===== src/rtl/ddr_fifo_rdgear_pkg.sv =====
// Shared types for the ddr_fifo read-side gearbox.
package ddr_fifo_rdgear_pkg;

  typedef enum logic [1:0] {
    RG_IDLE,
    RG_LOAD,
    RG_RUN,
    RG_DRAIN
  } ddr_rdgear_state_t;

  // Width of a slice index; at least one bit so NSLICE=1 still has a legal vector.
  function automatic int unsigned slice_idx_width(int unsigned nslice);
    return (nslice > 1) ? $clog2(nslice) : 1;
  endfunction

endpackage


===== src/rtl/ddr_fifo_rdgear_if.sv =====
// Control, FIFO-side and stream-side signals of the read gearbox.
// Signal names keep the gearbox's own direction prefixes (i_ into it, o_ out of it).
interface ddr_fifo_rdgear_if #(
  parameter int unsigned RWIDTH  = 32,
  parameter int unsigned OWIDTH  = 8,
  parameter int unsigned AWIDTH  = 3,
  parameter int unsigned LCWIDTH = 8
);

  // Run control
  logic               i_clr;
  logic               i_start;
  logic               i_stop;
  logic               i_loop_mode;
  logic [LCWIDTH-1:0] i_loop_cnt;
  logic [AWIDTH-1:0]  i_start_ptr;
  logic [AWIDTH-1:0]  i_stop_ptr;
  // FIFO read port
  logic [RWIDTH-1:0]  i_fifo_rdata;
  logic               i_fifo_empty_n;
  logic               o_fifo_read;
  logic               o_fifo_load_ptr;
  logic               o_fifo_loop_mode;
  logic [AWIDTH-1:0]  o_fifo_start_ptr;
  logic [AWIDTH-1:0]  o_fifo_stop_ptr;
  // Output slice stream
  logic               o_valid;
  logic [OWIDTH-1:0]  o_data;
  logic               o_last;
  logic               i_ready;
  // Status
  logic               o_busy;
  logic               o_done;

  // The gearbox itself
  modport slave (
    input  i_clr, i_start, i_stop, i_loop_mode, i_loop_cnt, i_start_ptr, i_stop_ptr,
    input  i_fifo_rdata, i_fifo_empty_n, i_ready,
    output o_fifo_read, o_fifo_load_ptr, o_fifo_loop_mode, o_fifo_start_ptr, o_fifo_stop_ptr,
    output o_valid, o_data, o_last, o_busy, o_done
  );

  // Whatever controls the gearbox, feeds it and consumes its stream
  modport master (
    output i_clr, i_start, i_stop, i_loop_mode, i_loop_cnt, i_start_ptr, i_stop_ptr,
    output i_fifo_rdata, i_fifo_empty_n, i_ready,
    input  o_fifo_read, o_fifo_load_ptr, o_fifo_loop_mode, o_fifo_start_ptr, o_fifo_stop_ptr,
    input  o_valid, o_data, o_last, o_busy, o_done
  );

endinterface


===== src/rtl/ddr_fifo_rdgear.sv =====
// Read-side consumer of a ddr_fifo: pops RWIDTH entries and emits them as NSLICE
// OWIDTH-bit slices (slice 0 = low bits first) on a valid/ready stream. Also drives
// the FIFO loop-mode controls so a preloaded pattern can replay a set number of passes.
module ddr_fifo_rdgear
  import ddr_fifo_rdgear_pkg::*;
#(
  parameter int unsigned RWIDTH  = 32,
  parameter int unsigned OWIDTH  = 8,
  parameter int unsigned DEPTH   = 8,
  parameter int unsigned AWIDTH  = $clog2(DEPTH),
  parameter int unsigned LCWIDTH = 8
) (
  input logic              i_clk,
  input logic              i_rst_n,
  ddr_fifo_rdgear_if.slave bus
);

  localparam int unsigned NSLICE = RWIDTH / OWIDTH;
  localparam int unsigned SWIDTH = slice_idx_width(NSLICE);
  localparam logic [SWIDTH-1:0] LastSlice = SWIDTH'(NSLICE - 1);
  localparam logic [AWIDTH-1:0] LastAddr  = AWIDTH'(DEPTH - 1);
  localparam logic [LCWIDTH-1:0] OnePass  = LCWIDTH'(1);

  if (RWIDTH % OWIDTH != 0) begin : g_bad_width
    $error("ddr_fifo_rdgear: RWIDTH must be an integer multiple of OWIDTH");
  end

  ddr_rdgear_state_t  state_q, state_d;
  logic [RWIDTH-1:0]  hold_q, hold_d;
  logic               valid_q, valid_d;
  logic [SWIDTH-1:0]  slice_q, slice_d;
  logic [AWIDTH-1:0]  ptr_q, ptr_d;
  logic [LCWIDTH-1:0] passes_q, passes_d;
  logic [LCWIDTH-1:0] cnt_q, cnt_d;
  logic               loop_q, loop_d;
  logic [AWIDTH-1:0]  start_q, start_d;
  logic [AWIDTH-1:0]  stop_q, stop_d;
  logic               done_q, done_d;

  logic accept;
  logic last_acc;
  logic can_pop;
  logic pop;

  // Next-state: FSM, slice sequencing, pop decision and loop/pass tracking
  always_comb begin
    state_d  = state_q;
    hold_d   = hold_q;
    valid_d  = valid_q;
    slice_d  = slice_q;
    ptr_d    = ptr_q;
    passes_d = passes_q;
    cnt_d    = cnt_q;
    loop_d   = loop_q;
    start_d  = start_q;
    stop_d   = stop_q;
    done_d   = 1'b0;
    pop      = 1'b0;

    accept   = valid_q & bus.i_ready;
    last_acc = accept & (slice_q == LastSlice);
    // In loop mode the FIFO replays stored entries, so emptiness does not gate pops.
    can_pop  = loop_q | bus.i_fifo_empty_n;

    if (accept) begin
      if (slice_q == LastSlice) begin
        valid_d = 1'b0;
        slice_d = '0;
      end else begin
        slice_d = slice_q + 1'b1;
      end
    end

    unique case (state_q)
      RG_IDLE: begin
        if (bus.i_start) begin
          loop_d  = bus.i_loop_mode;
          cnt_d   = bus.i_loop_cnt;
          start_d = bus.i_start_ptr;
          stop_d  = bus.i_stop_ptr;
          state_d = bus.i_loop_mode ? RG_LOAD : RG_RUN;
        end
      end
      RG_LOAD: begin
        ptr_d    = start_q;
        passes_d = cnt_q;
        state_d  = RG_RUN;
      end
      RG_RUN: begin
        if (bus.i_stop) begin
          // Stop wins over a pop in the same cycle: the held word finishes, nothing new.
          state_d = RG_DRAIN;
        end else if (can_pop && (!valid_q || last_acc)) begin
          pop     = 1'b1;
          hold_d  = bus.i_fifo_rdata;
          valid_d = 1'b1;
          slice_d = '0;
          if (loop_q) begin
            if (ptr_q == stop_q) begin
              ptr_d    = start_q;
              passes_d = (passes_q == '0) ? '0 : passes_q - 1'b1;
              if (passes_q == OnePass) begin
                state_d = RG_DRAIN;
              end
            end else begin
              ptr_d = (ptr_q == LastAddr) ? '0 : ptr_q + 1'b1;
            end
          end
        end
      end
      RG_DRAIN: begin
        if (!valid_q || last_acc) begin
          state_d = RG_IDLE;
          done_d  = 1'b1;
        end
      end
      default: state_d = RG_IDLE;
    endcase

    // Synchronous clear mirrors reset one cycle later and overrides everything above.
    if (bus.i_clr) begin
      state_d  = RG_IDLE;
      hold_d   = '0;
      valid_d  = 1'b0;
      slice_d  = '0;
      ptr_d    = '0;
      passes_d = '0;
      cnt_d    = '0;
      loop_d   = 1'b0;
      start_d  = '0;
      stop_d   = '0;
      done_d   = 1'b0;
      pop      = 1'b0;
    end
  end

  // State registers, asynchronous active-low reset
  always_ff @(posedge i_clk or negedge i_rst_n) begin
    if (!i_rst_n) begin
      state_q  <= RG_IDLE;
      hold_q   <= '0;
      valid_q  <= 1'b0;
      slice_q  <= '0;
      ptr_q    <= '0;
      passes_q <= '0;
      cnt_q    <= '0;
      loop_q   <= 1'b0;
      start_q  <= '0;
      stop_q   <= '0;
      done_q   <= 1'b0;
    end else begin
      state_q  <= state_d;
      hold_q   <= hold_d;
      valid_q  <= valid_d;
      slice_q  <= slice_d;
      ptr_q    <= ptr_d;
      passes_q <= passes_d;
      cnt_q    <= cnt_d;
      loop_q   <= loop_d;
      start_q  <= start_d;
      stop_q   <= stop_d;
      done_q   <= done_d;
    end
  end

  assign bus.o_fifo_read      = pop;
  assign bus.o_fifo_load_ptr  = (state_q == RG_LOAD);
  assign bus.o_fifo_loop_mode = loop_q;
  assign bus.o_fifo_start_ptr = start_q;
  assign bus.o_fifo_stop_ptr  = stop_q;
  assign bus.o_valid          = valid_q;
  assign bus.o_data           = hold_q[int'(slice_q) * OWIDTH +: OWIDTH];
  assign bus.o_last           = valid_q & (slice_q == LastSlice);
  assign bus.o_busy           = (state_q != RG_IDLE);
  assign bus.o_done           = done_q;

endmodule

===== src/flat_wrapper.sv =====
// flat-port wrapper written by rule: the top's interface ports become plain ports
module ddr_fifo_rdgear_flat import ddr_fifo_rdgear_pkg::*;
#(
  parameter int unsigned RWIDTH  = 32,
  parameter int unsigned OWIDTH  = 8,
  parameter int unsigned DEPTH   = 8,
  parameter int unsigned AWIDTH  = $clog2(DEPTH),
  parameter int unsigned LCWIDTH = 8
)
  (i_clk, i_rst_n, bus_i_clr, bus_i_start, bus_i_stop, bus_i_loop_mode, bus_i_loop_cnt, bus_i_start_ptr, bus_i_stop_ptr, bus_i_fifo_rdata, bus_i_fifo_empty_n, bus_i_ready, bus_o_fifo_read, bus_o_fifo_load_ptr, bus_o_fifo_loop_mode, bus_o_fifo_start_ptr, bus_o_fifo_stop_ptr, bus_o_valid, bus_o_data, bus_o_last, bus_o_busy, bus_o_done);
  ddr_fifo_rdgear_if #(.RWIDTH(RWIDTH), .OWIDTH(OWIDTH), .AWIDTH(AWIDTH), .LCWIDTH(LCWIDTH)) bus_i ();
  input logic i_clk;
  input logic i_rst_n;
  input wire logic [$bits(bus_i.i_clr)-1:0] bus_i_clr;
  input wire logic [$bits(bus_i.i_start)-1:0] bus_i_start;
  input wire logic [$bits(bus_i.i_stop)-1:0] bus_i_stop;
  input wire logic [$bits(bus_i.i_loop_mode)-1:0] bus_i_loop_mode;
  input wire logic [$bits(bus_i.i_loop_cnt)-1:0] bus_i_loop_cnt;
  input wire logic [$bits(bus_i.i_start_ptr)-1:0] bus_i_start_ptr;
  input wire logic [$bits(bus_i.i_stop_ptr)-1:0] bus_i_stop_ptr;
  input wire logic [$bits(bus_i.i_fifo_rdata)-1:0] bus_i_fifo_rdata;
  input wire logic [$bits(bus_i.i_fifo_empty_n)-1:0] bus_i_fifo_empty_n;
  input wire logic [$bits(bus_i.i_ready)-1:0] bus_i_ready;
  output wire logic [$bits(bus_i.o_fifo_read)-1:0] bus_o_fifo_read;
  output wire logic [$bits(bus_i.o_fifo_load_ptr)-1:0] bus_o_fifo_load_ptr;
  output wire logic [$bits(bus_i.o_fifo_loop_mode)-1:0] bus_o_fifo_loop_mode;
  output wire logic [$bits(bus_i.o_fifo_start_ptr)-1:0] bus_o_fifo_start_ptr;
  output wire logic [$bits(bus_i.o_fifo_stop_ptr)-1:0] bus_o_fifo_stop_ptr;
  output wire logic [$bits(bus_i.o_valid)-1:0] bus_o_valid;
  output wire logic [$bits(bus_i.o_data)-1:0] bus_o_data;
  output wire logic [$bits(bus_i.o_last)-1:0] bus_o_last;
  output wire logic [$bits(bus_i.o_busy)-1:0] bus_o_busy;
  output wire logic [$bits(bus_i.o_done)-1:0] bus_o_done;
  assign bus_i.i_clr = bus_i_clr;
  assign bus_i.i_start = bus_i_start;
  assign bus_i.i_stop = bus_i_stop;
  assign bus_i.i_loop_mode = bus_i_loop_mode;
  assign bus_i.i_loop_cnt = bus_i_loop_cnt;
  assign bus_i.i_start_ptr = bus_i_start_ptr;
  assign bus_i.i_stop_ptr = bus_i_stop_ptr;
  assign bus_i.i_fifo_rdata = bus_i_fifo_rdata;
  assign bus_i.i_fifo_empty_n = bus_i_fifo_empty_n;
  assign bus_i.i_ready = bus_i_ready;
  assign bus_o_fifo_read = bus_i.o_fifo_read;
  assign bus_o_fifo_load_ptr = bus_i.o_fifo_load_ptr;
  assign bus_o_fifo_loop_mode = bus_i.o_fifo_loop_mode;
  assign bus_o_fifo_start_ptr = bus_i.o_fifo_start_ptr;
  assign bus_o_fifo_stop_ptr = bus_i.o_fifo_stop_ptr;
  assign bus_o_valid = bus_i.o_valid;
  assign bus_o_data = bus_i.o_data;
  assign bus_o_last = bus_i.o_last;
  assign bus_o_busy = bus_i.o_busy;
  assign bus_o_done = bus_i.o_done;
  ddr_fifo_rdgear #(.RWIDTH(RWIDTH), .OWIDTH(OWIDTH), .DEPTH(DEPTH), .AWIDTH(AWIDTH), .LCWIDTH(LCWIDTH)) u_core (.i_clk(i_clk), .i_rst_n(i_rst_n), .bus(bus_i));
endmodule

===== config.mk =====
export PLATFORM = sky130hd
export DESIGN_NAME = ddr_fifo_rdgear_flat
export DESIGN_NICKNAME = d
export VERILOG_FILES = /design/src/rtl/ddr_fifo_rdgear_pkg.sv /design/src/rtl/ddr_fifo_rdgear_if.sv /design/src/rtl/ddr_fifo_rdgear.sv /design/src/flat_wrapper.sv
export SDC_FILE = /design/constraint.sdc
export NUM_CORES = 1
export LEC_CHECK = 0
export ABC_CLOCK_PERIOD_IN_PS = 2200
export CORE_ASPECT_RATIO = 2
export CORE_MARGIN = 2
export CORE_UTILIZATION = 30
export DETAILED_ROUTE_END_ITERATION = 12
export HOLD_SLACK_MARGIN = 0.06
export PLACE_DENSITY = 0.58
export SLEW_MARGIN = 20
export SYNTH_ARGS = -nofsm -noshare
export SYNTH_HDL_FRONTEND = slang
export SYNTH_SLANG_ARGS = --single-unit

===== constraint.sdc =====
create_clock -name i_clk -period 2.2 [get_ports i_clk]
set_clock_uncertainty 0.2 [all_clocks]
set_input_delay 0.22 -clock i_clk [delete_from_list [all_inputs] [get_ports i_clk]]
set_output_delay 0.22 -clock i_clk [all_outputs]
set_load 0.05 [all_outputs]

# [Yosys cells after proc, flatten, opt, wreduce, memory -nomap -nowiden]
# Index checks and enable logic that the tools add are counted.
[classes] add_sub_neg=3 multipliers=0 div_mod_pow=0 magnitude_cmp=0 eq_ne=18 shift=1 mux=59 bitwise=4 n_reduce_logical=16
[ops] operator="$mux W32" n=4
[ops] operator="$mux W8" n=9
[ops] operator="$mux W3" n=12
[ops] operator="$shiftx A32 B6 Y8" n=1
[ops] operator="$mux W2" n=15
[ops] operator="$mux W1" n=16
[ops] operator="$ne A4 B3 Y1 const B" n=4
[ops] operator="$pmux W8 S2" n=1
[ops] operator="$ne A3 B2 Y1 const B" n=4
[ops] operator="$reduce_bool A2 Y1" n=5
[ops] operator="$eq A8 B1 Y1 const B" n=1
[ops] operator="$logic_not A8 Y1" n=1
[ops] operator="$pmux W2 S4" n=1
[ops] operator="$sub A8 B1 Y8 const B" n=1
[ops] operator="$eq A2 B2 Y1 const B" n=3
[ops] operator="$ne A3 B3 Y1 const B" n=2
[ops] operator="$pmux W3 S2" n=1
[ops] operator="$reduce_and A6 Y1" n=1
[ops] operator="$reduce_and A5 Y1" n=1
[ops] operator="$reduce_and A4 Y1" n=1
[ops] operator="$add A3 B1 Y3 const B" n=1
[ops] operator="$and A1 B1 Y1" n=3
[ops] operator="$eq A3 B3 Y1" n=1
[ops] operator="$eq A3 B3 Y1 const B" n=1
[ops] operator="other kinds (11)" n=11
[totals] reg_bits=64 latch_bits=0 ram_bits=0 rom_bits=0 in_bits=54 output_inout_bits=21 elab_cells=112 memories=0

# [Depth between registers and ports, before layout]
[depth] depth_word=8 mapped_depth=8 ltp_nobuf=6

# [Worst setup path before layout]
# No wires, ideal clock.
[synth_timing] path_type="register -> register" start="reg u_core.state_q[1]" end="reg u_core.passes_q[0]" setup_time_ps=125 t_arrival_ps=1907 required_ps=1875 slack_ps=-32 path_stages_with_launch=7 n_path_buf=1 synth_period_minus_slack_ps=2232 cell_sequence="dfrtp_1 > inv_1 > ha_1 > a21oi_1 > o31a_1 > buf_2 > mux2_2"
[synth_via] elab_chain_len=3 word_cells_on_any_way=10 cone_classes="6 x eq/ne; 2 x mux; 2 x reduce/logical"
[synth_lines] element="start, declared" line_no="ddr_fifo_rdgear.sv:28" rtl="ddr_rdgear_state_t state_q, state_d;"
[synth_lines] element="start signal, assigned" line_no="ddr_fifo_rdgear.sv:152" rtl="state_q <= state_d;"
[synth_lines] element="$eq A2 B1 Y1 *"
[synth_lines] element="named net bus_o_fifo_load_ptr" line_no="flat_wrapper.sv:25" rtl="output wire logic [$bits(bus_i.o_fifo_load_ptr)-1:0] bus_o_fifo_load_ptr;"
[synth_lines] element="$reduce_bool A3 Y1 (no line) / $pmux W8 S2 (equally long branches)"
[synth_lines] element="$reduce_and A5 Y1 (no line) / $mux W8 (equally long branches)"
[synth_lines] element="end signal, assigned" line_no="ddr_fifo_rdgear.sv:157" rtl="passes_q <= passes_d;"
[synth_lines] element="end, declared" line_no="ddr_fifo_rdgear.sv:33" rtl="logic [LCWIDTH-1:0] passes_q, passes_d;"
# Mark *: on every way through the listed nets, which the timed path passes. The rest lies on a longest branch.
# A chain may end at the register's enable or synchronous reset.

# [Worst setup path after layout]
[layout_timing] start="reg u_core.state_q[0]" end="out bus_o_fifo_read"
[layout_via] elab_chain_len=3
[layout_lines] element="$eq A2 B2 Y1" line_no="ddr_fifo_rdgear.sv:74" rtl="unique case (state_q)"
[layout_lines] element="$mux W1" line_no="ddr_fifo_rdgear.sv:74"
[layout_lines] element="$mux W1" line_no="ddr_fifo_rdgear.sv:121" rtl="if (bus.i_clr) begin"
[layout_lines] element="end, declared" line_no="flat_wrapper.sv:24" rtl="output wire logic [$bits(bus_i.o_fifo_read)-1:0] bus_o_fifo_read;"
# No other way between the ends.

==> flow_metrics.tcl <==
set metrics [dict create \
    rrSetupSlack_ps 110 \
    grt_antenna_before_repair 0 \
    viasPerCell 5.140 \
    worstSetupEndpointType "primary output" \
    cts_buffers 9 \
    synth_edf_count 0 \
    drv_cap 0 \
    wirelength_um 8665 \
    avgRoutedWirePerCell_um 16.41 \
    final_layout_size_suffix_gt1_frac 0.1969 \
    synth_area_sq_um 3198 \
    slew_viol_final 0 \
    synth_top_family_by_area "compound AO/OA/AOI/OAI gates" \
    cts_tree "yes" \
    yosys-top-cells-count "dfrtp_1, nand2_1, a22o_1" \
    io_buffers 74 \
    synth_cell_types 43 \
    grt_setup_unrepaired "true" \
    synthArstFlopShare 1.000 \
    synthAdderAreaFrac 0.03912 \
    clock_latency_ps 330 \
    crit_required_ps 1780 \
    synth-seq-cells 64 \
    die_h_um 150.0 \
    pin_count 75 \
    finalWeightedCongestion 0.8654 \
    clkTransAtPathRegs_ps 50 \
    p_leak_nw 2.090 \
    cts_sinks 64 \
    vdd_drop_max_mv 0.5278 \
    multiInputGateArea_sq_um 1496 \
    hold_ws_ps 211.2 \
    ctsHtreeMaxLevel 3 \
    ys_warn_count 0 \
    fin_crit_sh 0.9903 \
    power.density_nw_per_um2 1142 \
    synth-main-ff-cell "dfrtp_1" \
    vias 2714 \
    start_kind "flop" \
    core_sq_um 10480 \
    die_w_um 77.01 \
    yosysTopAreaCellShare 0.5008 \
    rows 53 \
    grt_max_degree 46 \
    cts_root_buf "clkbuf_16" \
    period_minus_slack_ps 2179 \
    utilization 0.4514 \
    critPathKind "reg2out" \
    hpwl_um 6183 \
    synthSimpleGateAreaFrac 0.1315 \
    ant_nets 0 \
    synth_top_area_cell "dfrtp_1" \
    status "complete, no violations" \
    grt_first_pass_wirelength_um 14590 \
    finalNetCount 450 \
    grt_pass1_vias 2970 \
    drt-pass1-iter-count 4 \
    avgSynthCellArea_sq_um 11.07 \
    slew_headroom 0.5927 \
    syn_inst 289 \
    initial_core_util 0.3052 \
    seqCellArea_sq_um 1602 \
    syn_nets 353 \
    worstHoldPathType "in2async" \
    clk_path_buf_depth 2 \
    tightest_slew_ps 608.7 \
    cp.arrival_ps 1760 \
    synth-compound-area-share 0.1944 \
    fill_cells 1024 \
    grt_remaining_overflow 0 \
    drc 0 \
    finalHoldViolCount 0 \
    synth_mux_area_frac 0.08177 \
    synth.most_common_cell "dfrtp_1" \
    fmax_mhz 459.0 \
    cp_max_fo 3 \
    setup_viol 0 \
    areaGrowthSynthToFinish_pct 47.89 \
    seq_area_frac_synth 0.5008 \
    ys_top_cells_by_area "dfrtp_1, a22o_1, mux4_2, nand2_1, ha_1" \
    dieArea_sq_um 11550 \
    synth-xor-area-share 0.008216 \
    grt_usage 0.1615 \
    diodes 0 \
    first_iter_violations 86 \
]
what timing repair did:
action                                 CTS  global route
setup endpoints to repair                8             1
buffers inserted                         5             1
pin swaps                                3             1
hold buffers                             1             0
gates resized for setup                  6             1
cloned                                   1             0
endpoints found under the hold margin   19             0
metal layers:
metal  track usage  wire [um]  vias to the layer above
met5             0          0                        -
met4       0.07768        266                        0
met3       0.04584        502                       22
met2        0.2961       4617                      100
met1        0.1669       3278                     1320
li1              -          -                     1272
state kept, by name, indices dropped and copies added (netlist names):
name and cells:
u_core.hold_q 32, u_core.cnt_q 8, u_core.passes_q 8, u_core.bus.o_fifo_start_ptr 3
u_core.bus.o_fifo_stop_ptr 3, u_core.ptr_q 3, u_core.slice_q 2, u_core.state_q 2
u_core.bus.o_done 1, u_core.bus.o_fifo_loop_mode 1, u_core.bus.o_valid 1
through the flow:
step                      power (mW)  cell area, sq um  TNS [ps]  setup slack (ps)  cells
after floorplan                2.673              3204         0             60.11    289
after global placement         3.380              4205    -38.54            -13.52    504
after detailed placement       3.405              4205    -494.8            -120.4    504
after CTS                      5.418              4713    -58.58            -58.58    527
after global routing           5.700              4730    -49.24            -49.24    528
final                          5.401              4730         0             21.32    528
path summary, 6_finish.rpt:
| path | from | endpoint | cells after the start |
|---|---|---|---|
| max | u_core.state_q[0]$_DFFE_PN0P_ | bus_o_fifo_read | 7 |
| min | i_rst_n | u_core.bus.o_fifo_stop_ptr[0]$_DFFE_PN0P_ | 2 |
| max reg2reg | u_core.state_q[0]$_DFFE_PN0P_ | u_core.hold_q[9]$_DFFE_PN0P_ | 8 |
| min reg2reg | u_core.hold_q[20]$_DFFE_PN0P_ | u_core.hold_q[20]$_DFFE_PN0P_ | 1 |
| max in group asynchronous | i_rst_n | u_core.hold_q[2]$_DFFE_PN0P_ | 3 |
| min in group i_clk | bus_i_loop_cnt[1] | u_core.cnt_q[1]$_DFFE_PN0P_ | 3 |
logic make-up (layout without fill, tap and decap cells):
| family | count (synthesis) | count (layout) |
|---|---|---|
| buffers and inverters | 28 | 130 |
| adders and majority gates | 10 | 10 |
| AOI/OAI and AO/OA | 81 | 81 |
| and+or+nand+nor | 87 | 87 |
| muxes | 16 | 16 |
| xor gates and xnor gates | 3 | 3 |
| DFF | 64 | 64 |
layout make-up:
type	count	area share
well taps	137	0.03624
clock inverters	5	0.03175
clock buffers	11	0.05344
flip-flops and latches	64	0.3386
inverters	11	0.009259
repair buffers	103	0.2143
multi-input cells	197	0.3164
critical path, cell delays in order (launching register included):
cell and delay, ps:
dfrtp_1 390, inv_2 80, ha_4 160, inv_4 30
or3_4 340, nor3_4 180, buf_12 130, buf_12 120
layout by cell type (no fill, tap or decap), types with 3 or more instances in the layout:
cell type         n
dfrtp_1          64
clkdlybuf4s50_1  61
nand2_1          42
buf_4            34
a22o_1           33
a21oi_1          18
inv_1             9
nor2_1            9
ha_1              9
clkbuf_16         9
mux4_2            8
nand3_1           7
o221ai_1          7
mux2i_1           7
nor3_1            5
bufinv_16         5
buf_12            5
and2_1            4
nand2b_1          4
a32oi_1           4
a211oi_1          4
xnor2_1           3
nor3b_1           3
o311ai_0          3
a22oi_1           3
power breakdown:
group,internal (mW),switching (mW),total (mW)
combinational,0.872,1.11,1.98
clock,1.40,0.499,1.90
sequential,1.36,0.161,1.53
Power figures use the tool's default switching activity.
